$ cat src/rtl/pipe_pkg.sv
// Shared definitions for the elastic pipeline stage register.
// The state value doubles as the occupancy count.
package pipe_pkg;

   typedef enum logic [1:0] {
      ST_EMPTY = 2'd0,
      ST_ONE   = 2'd1,
      ST_FULL  = 2'd2
   } state_t;

endpackage

$ cat src/rtl/pipe_skid_ctrl.sv
// Handshake FSM for the two-entry skid stage: fire logic, flush priority
// and the load/select enables for the main and skid entries.
module pipe_skid_ctrl
   import pipe_pkg::*;
(
   input  logic       clk,
   input  logic       arst_n,
   input  logic       flush,
   input  logic       in_valid,
   input  logic       out_ready,
   output logic       in_ready,
   output logic       out_valid,
   output logic [1:0] occupancy,
   output logic       m_load,
   output logic       m_from_skid,
   output logic       s_load,
   output logic       ctrl_clr
);

   state_t state, state_nxt;
   logic   in_fire, out_fire;

   always_ff @(posedge clk or negedge arst_n) begin
      if (!arst_n) begin
         state <= ST_EMPTY;
      end else begin
         state <= state_nxt;
      end
   end

   // Handshake signals decode straight from the state register, so in_ready
   // never depends combinationally on out_ready or flush.
   assign in_ready  = (state != ST_FULL);
   assign out_valid = (state != ST_EMPTY);
   assign occupancy = state;
   assign in_fire   = in_valid & in_ready;
   assign out_fire  = out_valid & out_ready;
   assign ctrl_clr  = flush;

   always_comb begin
      state_nxt   = state;
      m_load      = 1'b0;
      m_from_skid = 1'b0;
      s_load      = 1'b0;
      if (flush) begin
         state_nxt = ST_EMPTY;
      end else begin
         unique case (state)
            ST_EMPTY: begin
               if (in_fire) begin
                  state_nxt = ST_ONE;
                  m_load    = 1'b1;
               end
            end
            ST_ONE: begin
               if (in_fire && out_fire) begin
                  m_load = 1'b1;
               end else if (in_fire) begin
                  state_nxt = ST_FULL;
                  s_load    = 1'b1;
               end else if (out_fire) begin
                  state_nxt = ST_EMPTY;
               end
            end
            ST_FULL: begin
               if (out_fire) begin
                  state_nxt   = ST_ONE;
                  m_load      = 1'b1;
                  m_from_skid = 1'b1;
               end
            end
            default: state_nxt = ST_EMPTY;
         endcase
      end
   end

endmodule

$ cat src/rtl/reg_arstn_en.sv
// Enabled register with asynchronous active-low reset to a fixed value.
module reg_arstn_en #(
   parameter int            W       = 8,
   parameter logic [W-1:0]  RST_VAL = '0
) (
   input  logic         clk,
   input  logic         arst_n,
   input  logic         en,
   input  logic [W-1:0] d,
   output logic [W-1:0] q
);

   always_ff @(posedge clk or negedge arst_n) begin
      if (!arst_n) begin
         q <= RST_VAL;
      end else if (en) begin
         q <= d;
      end
   end

endmodule

$ cat src/rtl/pipe_skid_stage.sv
// Elastic pipeline stage register: payload plus control field through a
// valid/ready skid buffer, with flush-to-bubble and a saturating stall counter.
module pipe_skid_stage
   import pipe_pkg::*;
#(
   parameter int                 DATA_W     = 64,
   parameter int                 CTRL_W     = 8,
   parameter logic [DATA_W-1:0]  PRESET_VAL = '0,
   parameter int                 CNT_W      = 16
) (
   input  logic              clk,
   input  logic              arst_n,
   input  logic              flush,
   input  logic              in_valid,
   output logic              in_ready,
   input  logic [DATA_W-1:0] in_data,
   input  logic [CTRL_W-1:0] in_ctrl,
   output logic              out_valid,
   input  logic              out_ready,
   output logic [DATA_W-1:0] out_data,
   output logic [CTRL_W-1:0] out_ctrl,
   output logic [1:0]        occupancy,
   output logic [CNT_W-1:0]  stall_cnt,
   input  logic              stall_clr
);

   localparam logic [CNT_W-1:0] CNT_MAX = '1;

   logic              m_load, m_from_skid, s_load, ctrl_clr;
   logic [DATA_W-1:0] m_data, s_data, m_data_d;
   logic [CTRL_W-1:0] m_ctrl, s_ctrl, m_ctrl_d, s_ctrl_d;

   pipe_skid_ctrl u_ctrl (
      .clk         (clk),
      .arst_n      (arst_n),
      .flush       (flush),
      .in_valid    (in_valid),
      .out_ready   (out_ready),
      .in_ready    (in_ready),
      .out_valid   (out_valid),
      .occupancy   (occupancy),
      .m_load      (m_load),
      .m_from_skid (m_from_skid),
      .s_load      (s_load),
      .ctrl_clr    (ctrl_clr)
   );

   // Flush clears only the control fields; payload is left as-is since a
   // bubble is identified by out_valid and zero control.
   assign m_data_d = m_from_skid ? s_data : in_data;
   assign m_ctrl_d = ctrl_clr ? '0 : (m_from_skid ? s_ctrl : in_ctrl);
   assign s_ctrl_d = ctrl_clr ? '0 : in_ctrl;

   reg_arstn_en #(.W(DATA_W), .RST_VAL(PRESET_VAL)) u_m_data (
      .clk (clk), .arst_n (arst_n), .en (m_load), .d (m_data_d), .q (m_data)
   );

   reg_arstn_en #(.W(CTRL_W), .RST_VAL('0)) u_m_ctrl (
      .clk (clk), .arst_n (arst_n), .en (m_load | ctrl_clr), .d (m_ctrl_d), .q (m_ctrl)
   );

   reg_arstn_en #(.W(DATA_W), .RST_VAL(PRESET_VAL)) u_s_data (
      .clk (clk), .arst_n (arst_n), .en (s_load), .d (in_data), .q (s_data)
   );

   reg_arstn_en #(.W(CTRL_W), .RST_VAL('0)) u_s_ctrl (
      .clk (clk), .arst_n (arst_n), .en (s_load | ctrl_clr), .d (s_ctrl_d), .q (s_ctrl)
   );

   assign out_data = m_data;
   assign out_ctrl = out_valid ? m_ctrl : '0;

   always_ff @(posedge clk or negedge arst_n) begin
      if (!arst_n) begin
         stall_cnt <= '0;
      end else if (stall_clr) begin
         stall_cnt <= '0;
      end else if (out_valid && !out_ready && stall_cnt != CNT_MAX) begin
         stall_cnt <= stall_cnt + 1'b1;
      end
   end

endmodule

$ cat config.mk
export PLATFORM = sky130hd
export DESIGN_NAME = pipe_skid_stage
export DESIGN_NICKNAME = d
export VERILOG_FILES = /design/src/rtl/pipe_pkg.sv /design/src/rtl/pipe_skid_ctrl.sv /design/src/rtl/reg_arstn_en.sv /design/src/rtl/pipe_skid_stage.sv
export SDC_FILE = /design/constraint.sdc
export NUM_CORES = 1
export LEC_CHECK = 0
export ABC_AREA = 1
export ABC_CLOCK_PERIOD_IN_PS = 2100
export CORE_UTILIZATION = 51
export CTS_CLUSTER_SIZE = 24
export DETAILED_ROUTE_END_ITERATION = 8
export PLACE_DENSITY_LB_ADDON = 0.08
export SETUP_SLACK_MARGIN = 0.5
export SYNTH_ARGS = -nofsm -noshare
export SYNTH_HDL_FRONTEND = slang
export SYNTH_SLANG_ARGS = --single-unit
$ cat constraint.sdc
create_clock -name clk -period 2.1 [get_ports clk]
set_input_delay 0.42 -clock clk [delete_from_list [all_inputs] [get_ports clk]]
set_output_delay 0.42 -clock clk [all_outputs]
set_load 0.01 [all_outputs]
---- Word level (Yosys, flattened, before mapping) ----
Index checks and enable logic that the tools add are counted.
word-level totals
  output and inout bits ................... 92
  bits in registers ....................... 162
operators by class
  eq/ne operators ......................... 8
  reduce and logical (&&, ||, !) cells .... 8
  multiplexer cells ....................... 24
  bitwise operators ....................... 4
  $add $sub $neg .......................... 1
operators by type and width
  kind                   number
  $mux 64                1
  $mux 16                2
  $mux 8                 4
  $add 16x1->16 const B  1
  $ne 16x16->1 const B   1
  $mux 2                 6
  $mux 1                 9
  $ne 3x2->1 const B     2
  $pmux 2 s3             1
  $ne 4x2->1 const B     1
  $reduce_and 4->1       1
  $reduce_bool 2->1      2
  $logic_and 1x1->1      3
  $ne 3x3->1 const B     1
  $pmux 1 s3             1
  $and 1x1->1            2
  $eq 2x1->1 const B     1
  $eq 2x2->1 const B     1
  $logic_not 2->1        1
  $ne 2x2->1 const B     1
  $or 1x1->1             2
  $logic_not 1->1        1

---- Logic depth before layout (Yosys ltp) ----
Gate-level depths: netlist (run 1).
  depth in word-level cells ............... 7
  mapped depth ............................ 10

---- Modules after synthesis ----
Synthesis (run 1) repeated with hierarchy kept, for this count alone.
unflattened totals
  cell total of the unflattened synthesis .. 1,050
  area total of the unflattened synthesis .. 7,714.9 um^2
by module, submodules not included
  module                       times used  area an instance (um^2)  cells an instance  seq. area each (um^2)
  reg_arstn_en (u_m_data ...)  2           2,446.1                  270                1,601.5
  pipe_skid_stage              1           2,035.7                  413                400.4
  reg_arstn_en (u_m_ctrl ...)  2           305.3                    34                 200.2
  pipe_skid_ctrl               1           176.4                    29                 50.0

---- Least setup slack after synthesis (run 1) ----
Ideal clock, no wire load.
  path type ............................... register to register
  start ................................... register stall_cnt[0]
  end ..................................... register stall_cnt[12]
  setup time .............................. 66 ps
  arrival time ............................ 1,594 ps
  buffers on the path ..................... 1
  cell stages (with the launch flop) ...... 11
  period minus slack after synthesis ...... 1,660 ps
  slack ................................... 440 ps
  path through ............................ dfrtp_1 > ha_1 > nand3_2 > inv_1 > nand2_1 > nor2_2 > nor2_4 > nor2_4 > buf_4 > nand2_1 > nand2_1
between the ends
  word-level cells in the longest chain between the ends .. 3
  elaborated cells between the ends (all ways) .. 6
  those cells by class .................... add/sub (1); eq/ne (1); mux (2); reduce/logical (2)
RTL lines
  element                                        line                                          RTL
  start: declaration                             pipe_skid_stage.sv:23                         output logic [CNT_W-1:0] stall_cnt,
  start signal: assignment                       pipe_skid_stage.sv:79                         stall_cnt <= stall_cnt + 1'b1;
  $add 16x1->16 or $ne 16x16->1 (tied branches)  pipe_skid_stage.sv:79, pipe_skid_stage.sv:78
  $mux 16 or $logic_and 1x1->1 (tied branches)   pipe_skid_stage.sv:78                         end else if (out_valid && !out_ready && stall_cnt != CNT_MAX) begin
  $mux 16 or $reduce_bool 2->1 (tied branches)   --
Parallel ways exist; a longest one is shown, timed or not. The select of a mux whose other input is x is not followed.
A chain may end at the register's enable or synchronous reset.

---- Final worst setup path (run 1) ----
  start ................................... register u_ctrl.state[1] (netlist: u_ctrl.occupancy[1])
  end ..................................... register u_m_data.q[33]
between the ends
  word-level cells in the longest chain between the ends .. 6
  elaborated cells between the ends (all ways) .. 16
  those cells by class .................... eq/ne (3); mux (8); bitwise (2); reduce/logical (3)
RTL lines
  element                                          line                                         RTL
  start: declaration                               pipe_skid_ctrl.sv:20                         state_t state, state_nxt;
  start signal: assignment                         pipe_skid_ctrl.sv:27                         state <= state_nxt;
  $ne 2x2->1 or $reduce_bool 2->1 (tied branches)  pipe_skid_ctrl.sv:33, pipe_skid_ctrl.sv:34
  $and 1x1->1 (on tied branches)                   pipe_skid_ctrl.sv:36, pipe_skid_ctrl.sv:37
  $logic_and 1x1->1 or $mux 1 (tied branches)      pipe_skid_ctrl.sv:56, pipe_skid_ctrl.sv:66
  $mux 1 (on tied branches)                        pipe_skid_ctrl.sv:56, pipe_skid_ctrl.sv:48
  $pmux 1 s3 or $mux 1 (tied branches)             pipe_skid_ctrl.sv:48, pipe_skid_ctrl.sv:45
  $mux 1 or $mux 64 (tied branches)                pipe_skid_ctrl.sv:45, pipe_skid_stage.sv:50
  end signal: assignment                           reg_arstn_en.sv:15                           q <= RST_VAL;
  end signal: assignment                           reg_arstn_en.sv:17                           q <= d;
  end: declaration                                 reg_arstn_en.sv:10                           output logic [W-1:0] q
Parallel ways exist; a longest one is shown, timed or not.

==> flow_summary_export.csv, run 1 <==
group,metric,value,unit
clock_tree,htreeDepth,4,
place,gp_congestion,0.844,
clock_tree,cts_tree,"done",
power_and_ir_drop,p_leak,5.92,nW
status,outcome,"complete, no violations",
critical_path,slowest_delay,0.45,ns
place,dp.cells,1212,
critical_path,crit_slowest_cell,"dfrtp_2",
clock_tree,numCtsBuffers,17,
sta,max_freq,0.530,GHz
critical_path,cp.required,2.45,ns
logic_synthesis,synth_seq_area_share,0.539,
floorplan,start_util,0.519,
critical_path,cp-start-kind,"register",
critical_path,crit_path_frequent_cell,"buf_6",
sta,finalCriticalPeriod,1.89,ns
detailed_routing,wl_per_cell,20.8,um
global_routing,overflow,0,
logic_synthesis,synthCells,886,
cells_and_area,fin_nets,1225,
detailed_routing,drt_iter0_markers,764,
sta,rsz0062_at_grt,"yes",
critical_path,critPathKind,"register to register",
clock_tree,clockBufferDepth,2,
clock_tree,cts-root-buf,"clkbuf_16",
clock_tree,path_clk_slew,0.07,ns
min_path,min_to,"u_s_data.q[12]",
logic_synthesis,syn_nets,965,
global_routing,grt_antenna_before_repair,0,
floorplan,io_pins,170,
detailed_routing,drc_errors,0,
critical_path,path_max_fanout,9,
sta,clock_skew,0.00763,ns
place,dpl_cell_area,0.00943,mm^2
min_path,min_path_cells,2,
floorplan,die_h,123,um
detailed_routing,finalWirelength,27.9,mm
cells_and_area,antenna_cells,0,
cells_and_area,fin_area,0.0123,mm^2
global_routing,grt_start_max_net_pins,69,
place,place_ws,0.0870,ns
min_path,hold_path.class,"register to register",
floorplan,rows,44,
clock_tree,cts.sinks,162,
power_and_ir_drop,ir_worst_vdd,0.000678,V
floorplan,dieArea,0.0152,mm^2
critical_path,rrSetupSlack,0.21,ns
sta,fin_hold_ws,0.496,ns
global_routing,grt_pass1_vias,6569,
clock_tree,clk_latency,0.43,ns
cells_and_area,fillers,773,
cells_and_area,final_util,0.850,
place,place_hpwl,11.8,mm
sta,postLayoutSetupSlackWorst,0.213,ns
critical_path,arrival,2.24,ns
detailed_routing,antenna_left,0,
sta,period_share,0.899,
place,port_buffers,169,
sta,tns,0,ns
logic_synthesis,syn_area,0.00752,mm^2
cells_and_area,final_common_cell,"dfrtp_1",
sta,timing.slew.headroom,0.598,
logic_synthesis,synth_cell_types,31,
critical_path,worst_setup_path_end_kind,"register",
logic_synthesis,ys_ff_latch,162,
power_and_ir_drop,power.total,11.2,mW
critical_path,worstRegToRegCells,12,
logic_synthesis,avgSynthCellArea,8.49,um^2
detailed_routing,vias_per_cell,5.87,
sta,slew_violations,0,
critical_path,r2r_end,"u_m_data.q[33]",
global_routing,grtUsageTotal,0.292,
floorplan,core_area,0.0145,mm^2
critical_path,reg2reg_from,"u_ctrl.occupancy[1]",
cells_and_area,drive_gt1_frac,0.311,
sta,hold_viol,0,
cells_and_area,area_growth_syn_to_layout,63.8,%
global_routing,grt_pass1_wl,33.6,mm
sta,setup_viol,0,
critical_path,path_cells,"buf_6, inv_6, nor2_4, inv_2, nand2_2, nand2_4, nor2_8, buf_6, buf_12, buf_16, o21ai_0, o21ai_1",
detailed_routing,vias,7880,
cells_and_area,instances_no_fill,1343,
logic_synthesis,yosys_warnings,0,
detailed_routing,dr.pass1.iters,5,
sta,worstMarginPinSlew,0.602,ns
cells_and_area,layout_common_cells,"dfrtp_1 (151), o21ai_1 (125), inv_1 (91), o21ai_2 (90), nor2_1 (84)",
power_and_ir_drop,p_per_area,908,mW/mm^2
min_path,min_from,"u_s_data.q[12]",
job,maxCapViolations,0,
floorplan,die_x,123,um
critical path, delay by kind of cell, from the launching register on:
kind,cells,cell delay [ns]
buffers and inverters,6,0.62
flip-flops,1,0.45
AND/OR/NAND/NOR,4,0.41
AO/OA/AOI/OAI,2,0.30
metal layers:
layer,vias to the layer above,routed length (um),share of wire,track usage
met5,-,0,0,0
met4,0,1460,0.052,0.121
met3,131,2250,0.081,0.0637
met2,482,13600,0.49,0.472
met1,3809,10700,0.38,0.381
li1,3458,-,-,-
cell usage after synthesis:
master      n  area (um^2)
a21oi_1     1         5.00
buf_2       7         35.0
buf_4       2         15.0
buf_6      18          203
clkbuf_1   27          101
clkinv_1    2         7.51
dfrtp_1   162         4050
ha_1        1         12.5
inv_1      93          349
inv_2       3         11.3
nand2_1   137          514
nand2_2     2         12.5
nand2_4     1         11.3
nand3_1    21          105
nand3_2     2         20.0
nand3b_1    2         15.0
nand4_1    16          100
nand4_4     1         21.3
nor2_1     89          334
nor2_2      4         25.0
nor2_4      3         33.8
nor2_8      1         20.0
o211ai_1    8         60.1
o21ai_0   181          906
o21ai_1    89          445
o21ai_2     3         26.3
o21bai_1    2         15.0
o22ai_1     1         6.26
or2_1       1         6.26
or2_2       2         12.5
xor2_1      4         35.0
layout make-up:
cell class              count  area [um^2]  share of cell area
well taps                 184          230              0.0187
inverters                  98          385              0.0313
repair buffers            293         3440               0.279
flip-flops and latches    162         4070               0.330
multi-input cells         574         3510               0.285
clock buffers              20          457              0.0371
clock inverters            12          226              0.0184
registers in the layout, indices dropped and copies added (netlist names):
name,count
stall_cnt,16
u_ctrl.occupancy,2
u_s_ctrl.q,8
u_s_data.q,64
u_m_data.q,64
u_m_ctrl.q,8
power breakdown:
group	internal, mW	leakage (nW)	switching (mW)	total, mW
clock	2.30	0.327	1.32	3.62
combinational	1.54	3.54	1.47	3.01
sequential	3.90	2.05	0.649	4.55
timing repair:
| item | 4_1_cts | 5_1_grt |
|---|---|---|
| gates cloned | 10 | 27 |
| resized for setup | 182 | 344 |
| pin swaps | 7 | 69 |
| hold buffers | 1 | 0 |
| endpoints found under the hold margin | 13 | 0 |
| buffers inserted | 35 | 26 |
| setup endpoints to repair | 180 | 178 |
logic make-up after synthesis:
group,share of synthesized area
compound gates,0.195
simple gates,0.164
flops,0.539
buf+inv,0.0960
xor+xnor,0.00466
fa+ha+maj,0.00166
worst max-delay path by stage:
| stage | start | to | slack, ns | depth (start not counted) |
|---|---|---|---|---|
| after global routing | u_ctrl.occupancy[1] | u_m_data.q[42] | 0.19 | 13 |
| after CTS | u_ctrl.occupancy[0] | out_ctrl[0] | 0.29 | 4 |
| after detailed placement | in_valid | u_m_data.q[19] | 0.09 | 7 |
| final | u_ctrl.occupancy[1] | u_m_data.q[33] | 0.21 | 12 |
| after floorplan | u_ctrl.occupancy[1] | u_s_data.q[56] | 0.50 | 8 |
| after global placement | in_valid | u_m_data.q[24] | 0.16 | 7 |
Note: power is estimated with default switching activity, not from simulation.
==> run 2, diff against run 1 <==
CORE_UTILIZATION = 30   (was 51)
==> run 2 against run 1 <==
Via count decreased by 6.6%. Largest power group unchanged. Register-to-register slack improved by 0.12 ns. Flip-flop and latch count unchanged.
==> flow_summary_export.csv, run 2 (same netlist as run 1, synthesis figures left out) <==
group,metric,value,unit
floorplan,rows,57,
status,outcome,"complete, no violations",
critical_path,rrSetupSlack,0.33,ns
min_path,hold_path.class,"register to register",
cells_and_area,fillers,2288,
sta,hold_viol,0,
sta,timing.slew.headroom,0.603,
critical_path,critPathKind,"register to primary output",
floorplan,start_util,0.307,
global_routing,grtUsageTotal,0.203,
detailed_routing,drt_iter0_markers,403,
cells_and_area,final_common_cell,"dfrtp_1",
global_routing,grt_pass1_vias,6925,
detailed_routing,finalWirelength,28.0,mm
place,gp_congestion,0.808,
critical_path,path_max_fanout,4,
clock_tree,clk_latency,0.43,ns
detailed_routing,drc_errors,0,
cells_and_area,layout_common_cells,"dfrtp_1 (151), nand2_1 (111), o21ai_0 (96), inv_1 (91), o21ai_1 (88)",
detailed_routing,vias,7359,
cells_and_area,fin_nets,1245,
place,port_buffers,169,
critical_path,worst_setup_path_end_kind,"primary output",
clock_tree,cts_tree,"done",
cells_and_area,drive_gt1_frac,0.320,
power_and_ir_drop,p_leak,5.98,nW
critical_path,path_cells,"buf_6, nor2_4, buf_6, nor2_2, buf_2",
floorplan,io_pins,170,
clock_tree,htreeDepth,4,
critical_path,cp.required,1.68,ns
sta,period_share,0.876,
critical_path,slowest_delay,0.47,ns
sta,slew_violations,0,
sta,rsz0062_at_grt,"yes",
sta,finalCriticalPeriod,1.84,ns
detailed_routing,antenna_left,0,
sta,max_freq,0.544,GHz
detailed_routing,wl_per_cell,18.7,um
clock_tree,path_clk_slew,0.07,ns
floorplan,die_h,160,um
floorplan,dieArea,0.0257,mm^2
critical_path,crit_slowest_cell,"dfrtp_2",
place,place_hpwl,13.8,mm
clock_tree,numCtsBuffers,17,
clock_tree,clockBufferDepth,2,
cells_and_area,area_growth_syn_to_layout,70.1,%
detailed_routing,vias_per_cell,4.90,
critical_path,crit_buf_inv,3,
detailed_routing,dr.pass1.iters,4,
floorplan,core_area,0.0245,mm^2
cells_and_area,antenna_cells,0,
global_routing,grt_start_max_net_pins,55,
sta,worstMarginPinSlew,0.595,ns
sta,setup_viol,0,
floorplan,die_x,160,um
critical_path,crit_family,"flip-flops",
sta,clock_skew,0.0120,ns
power_and_ir_drop,ir_worst_vdd,0.000576,V
critical_path,crit_path_frequent_cell,"buf_6",
global_routing,grt_antenna_before_repair,0,
critical_path,cp-start-kind,"register",
job,maxCapViolations,0,
cells_and_area,top_regs,"u_m_data.q (64), u_s_data.q (64), stall_cnt (16)",
power_and_ir_drop,power.total,10.4,mW
power_and_ir_drop,p_per_area,816,mW/mm^2
sta,tns,0,ns
critical_path,arrival,1.42,ns
global_routing,overflow,0,
clock_tree,cts.sinks,162,
clock_tree,cts-root-buf,"clkbuf_16",
global_routing,grt_pass1_wl,40.0,mm
-- run 2: changes by cell type in the layout (fill, tap and decap cells not counted), sizes merged --
| cell | change |
|---|---|
| dlygate4sd2 | -5 |
| or2 | -1 |
| buf | +30 |
| clkinvlp | +1 |
| clkinv | +2 |
| clkdlybuf4s15 | +1 |
| bufinv | -5 |
| clkbuf | -8 |
| inv | +5 |
-- run 2: worst min-delay path, stage by stage (launching register included) --
cell and delay (ns):
dfrtp_1 0.35, nand2_1 0.05, o21ai_0 0.06
-- run 2: what timing repair did --
item                                    in CTS  in global routing
endpoints found under the hold margin       39                  0
pin swaps                                   44                 58
buffers inserted                            53                 21
hold buffers                                 1                  0
gates cloned                                21                 20
endpoints found under the setup margin     180                136
resized for setup                          298                218
-- run 2: final cells by class --
class | instances | area, um^2 | area share
Sequential cell | 162 | 4070 | 0.318
Timing Repair Buffer | 314 | 3870 | 0.302
Multi-Input combinational cell | 573 | 3500 | 0.274
Clock buffer | 17 | 425 | 0.0333
Tap cell | 324 | 405 | 0.0317
Inverter | 98 | 378 | 0.0295
Clock inverter | 15 | 144 | 0.0113
-- run 2: per-layer routing --
metal,routed length [um],up-vias,part of all wire,global-route usage
li1,-,3514,-,-
met1,12600,3632,0.45,0.275
met2,13800,183,0.49,0.327
met3,1070,30,0.038,0.0372
met4,519,0,0.019,0.0628
met5,0,-,0,0
-- run 2: stage by stage --
step / util / cell area, um^2 / instances / setup slack [ns] / hold WS (ns)
after floorplan: - / 7530 / 886 / 0.502 / 0.124
after global placement: 0.394 / 9630 / 1355 / 0.117 / 0.415
after detailed placement: 0.394 / 9630 / 1355 / 0.0658 / 0.408
after CTS: 0.470 / 11500 / 1462 / 0.300 / 0.487
after global routing: 0.523 / 12800 / 1503 / 0.224 / 0.511
final: 0.523 / 12800 / 1503 / 0.261 / 0.487
-- run 2: path summary, 6_finish.rpt --
| path | depth (start not counted) | to | from |
|---|---|---|---|
| max | 5 | out_ctrl[0] | u_ctrl.occupancy[0] |
| min | 2 | u_s_data.q[7] | u_s_data.q[7] |
| max reg2reg | 12 | u_m_data.q[36] | u_ctrl.occupancy[0] |
| min reg2reg | 2 | u_s_data.q[7] | u_s_data.q[7] |
| max in group asynchronous | 3 | u_ctrl.occupancy[0] | arst_n |
| min in group asynchronous | 2 | stall_cnt[15] | arst_n |
-- run 2: report_power, final --
part           total [mW]  switching [mW]  leakage (nW)  internal (mW)
sequential           4.49           0.592          2.05           3.90
clock                3.14            1.47         0.273           1.67
combinational        2.81            1.35          3.66           1.45
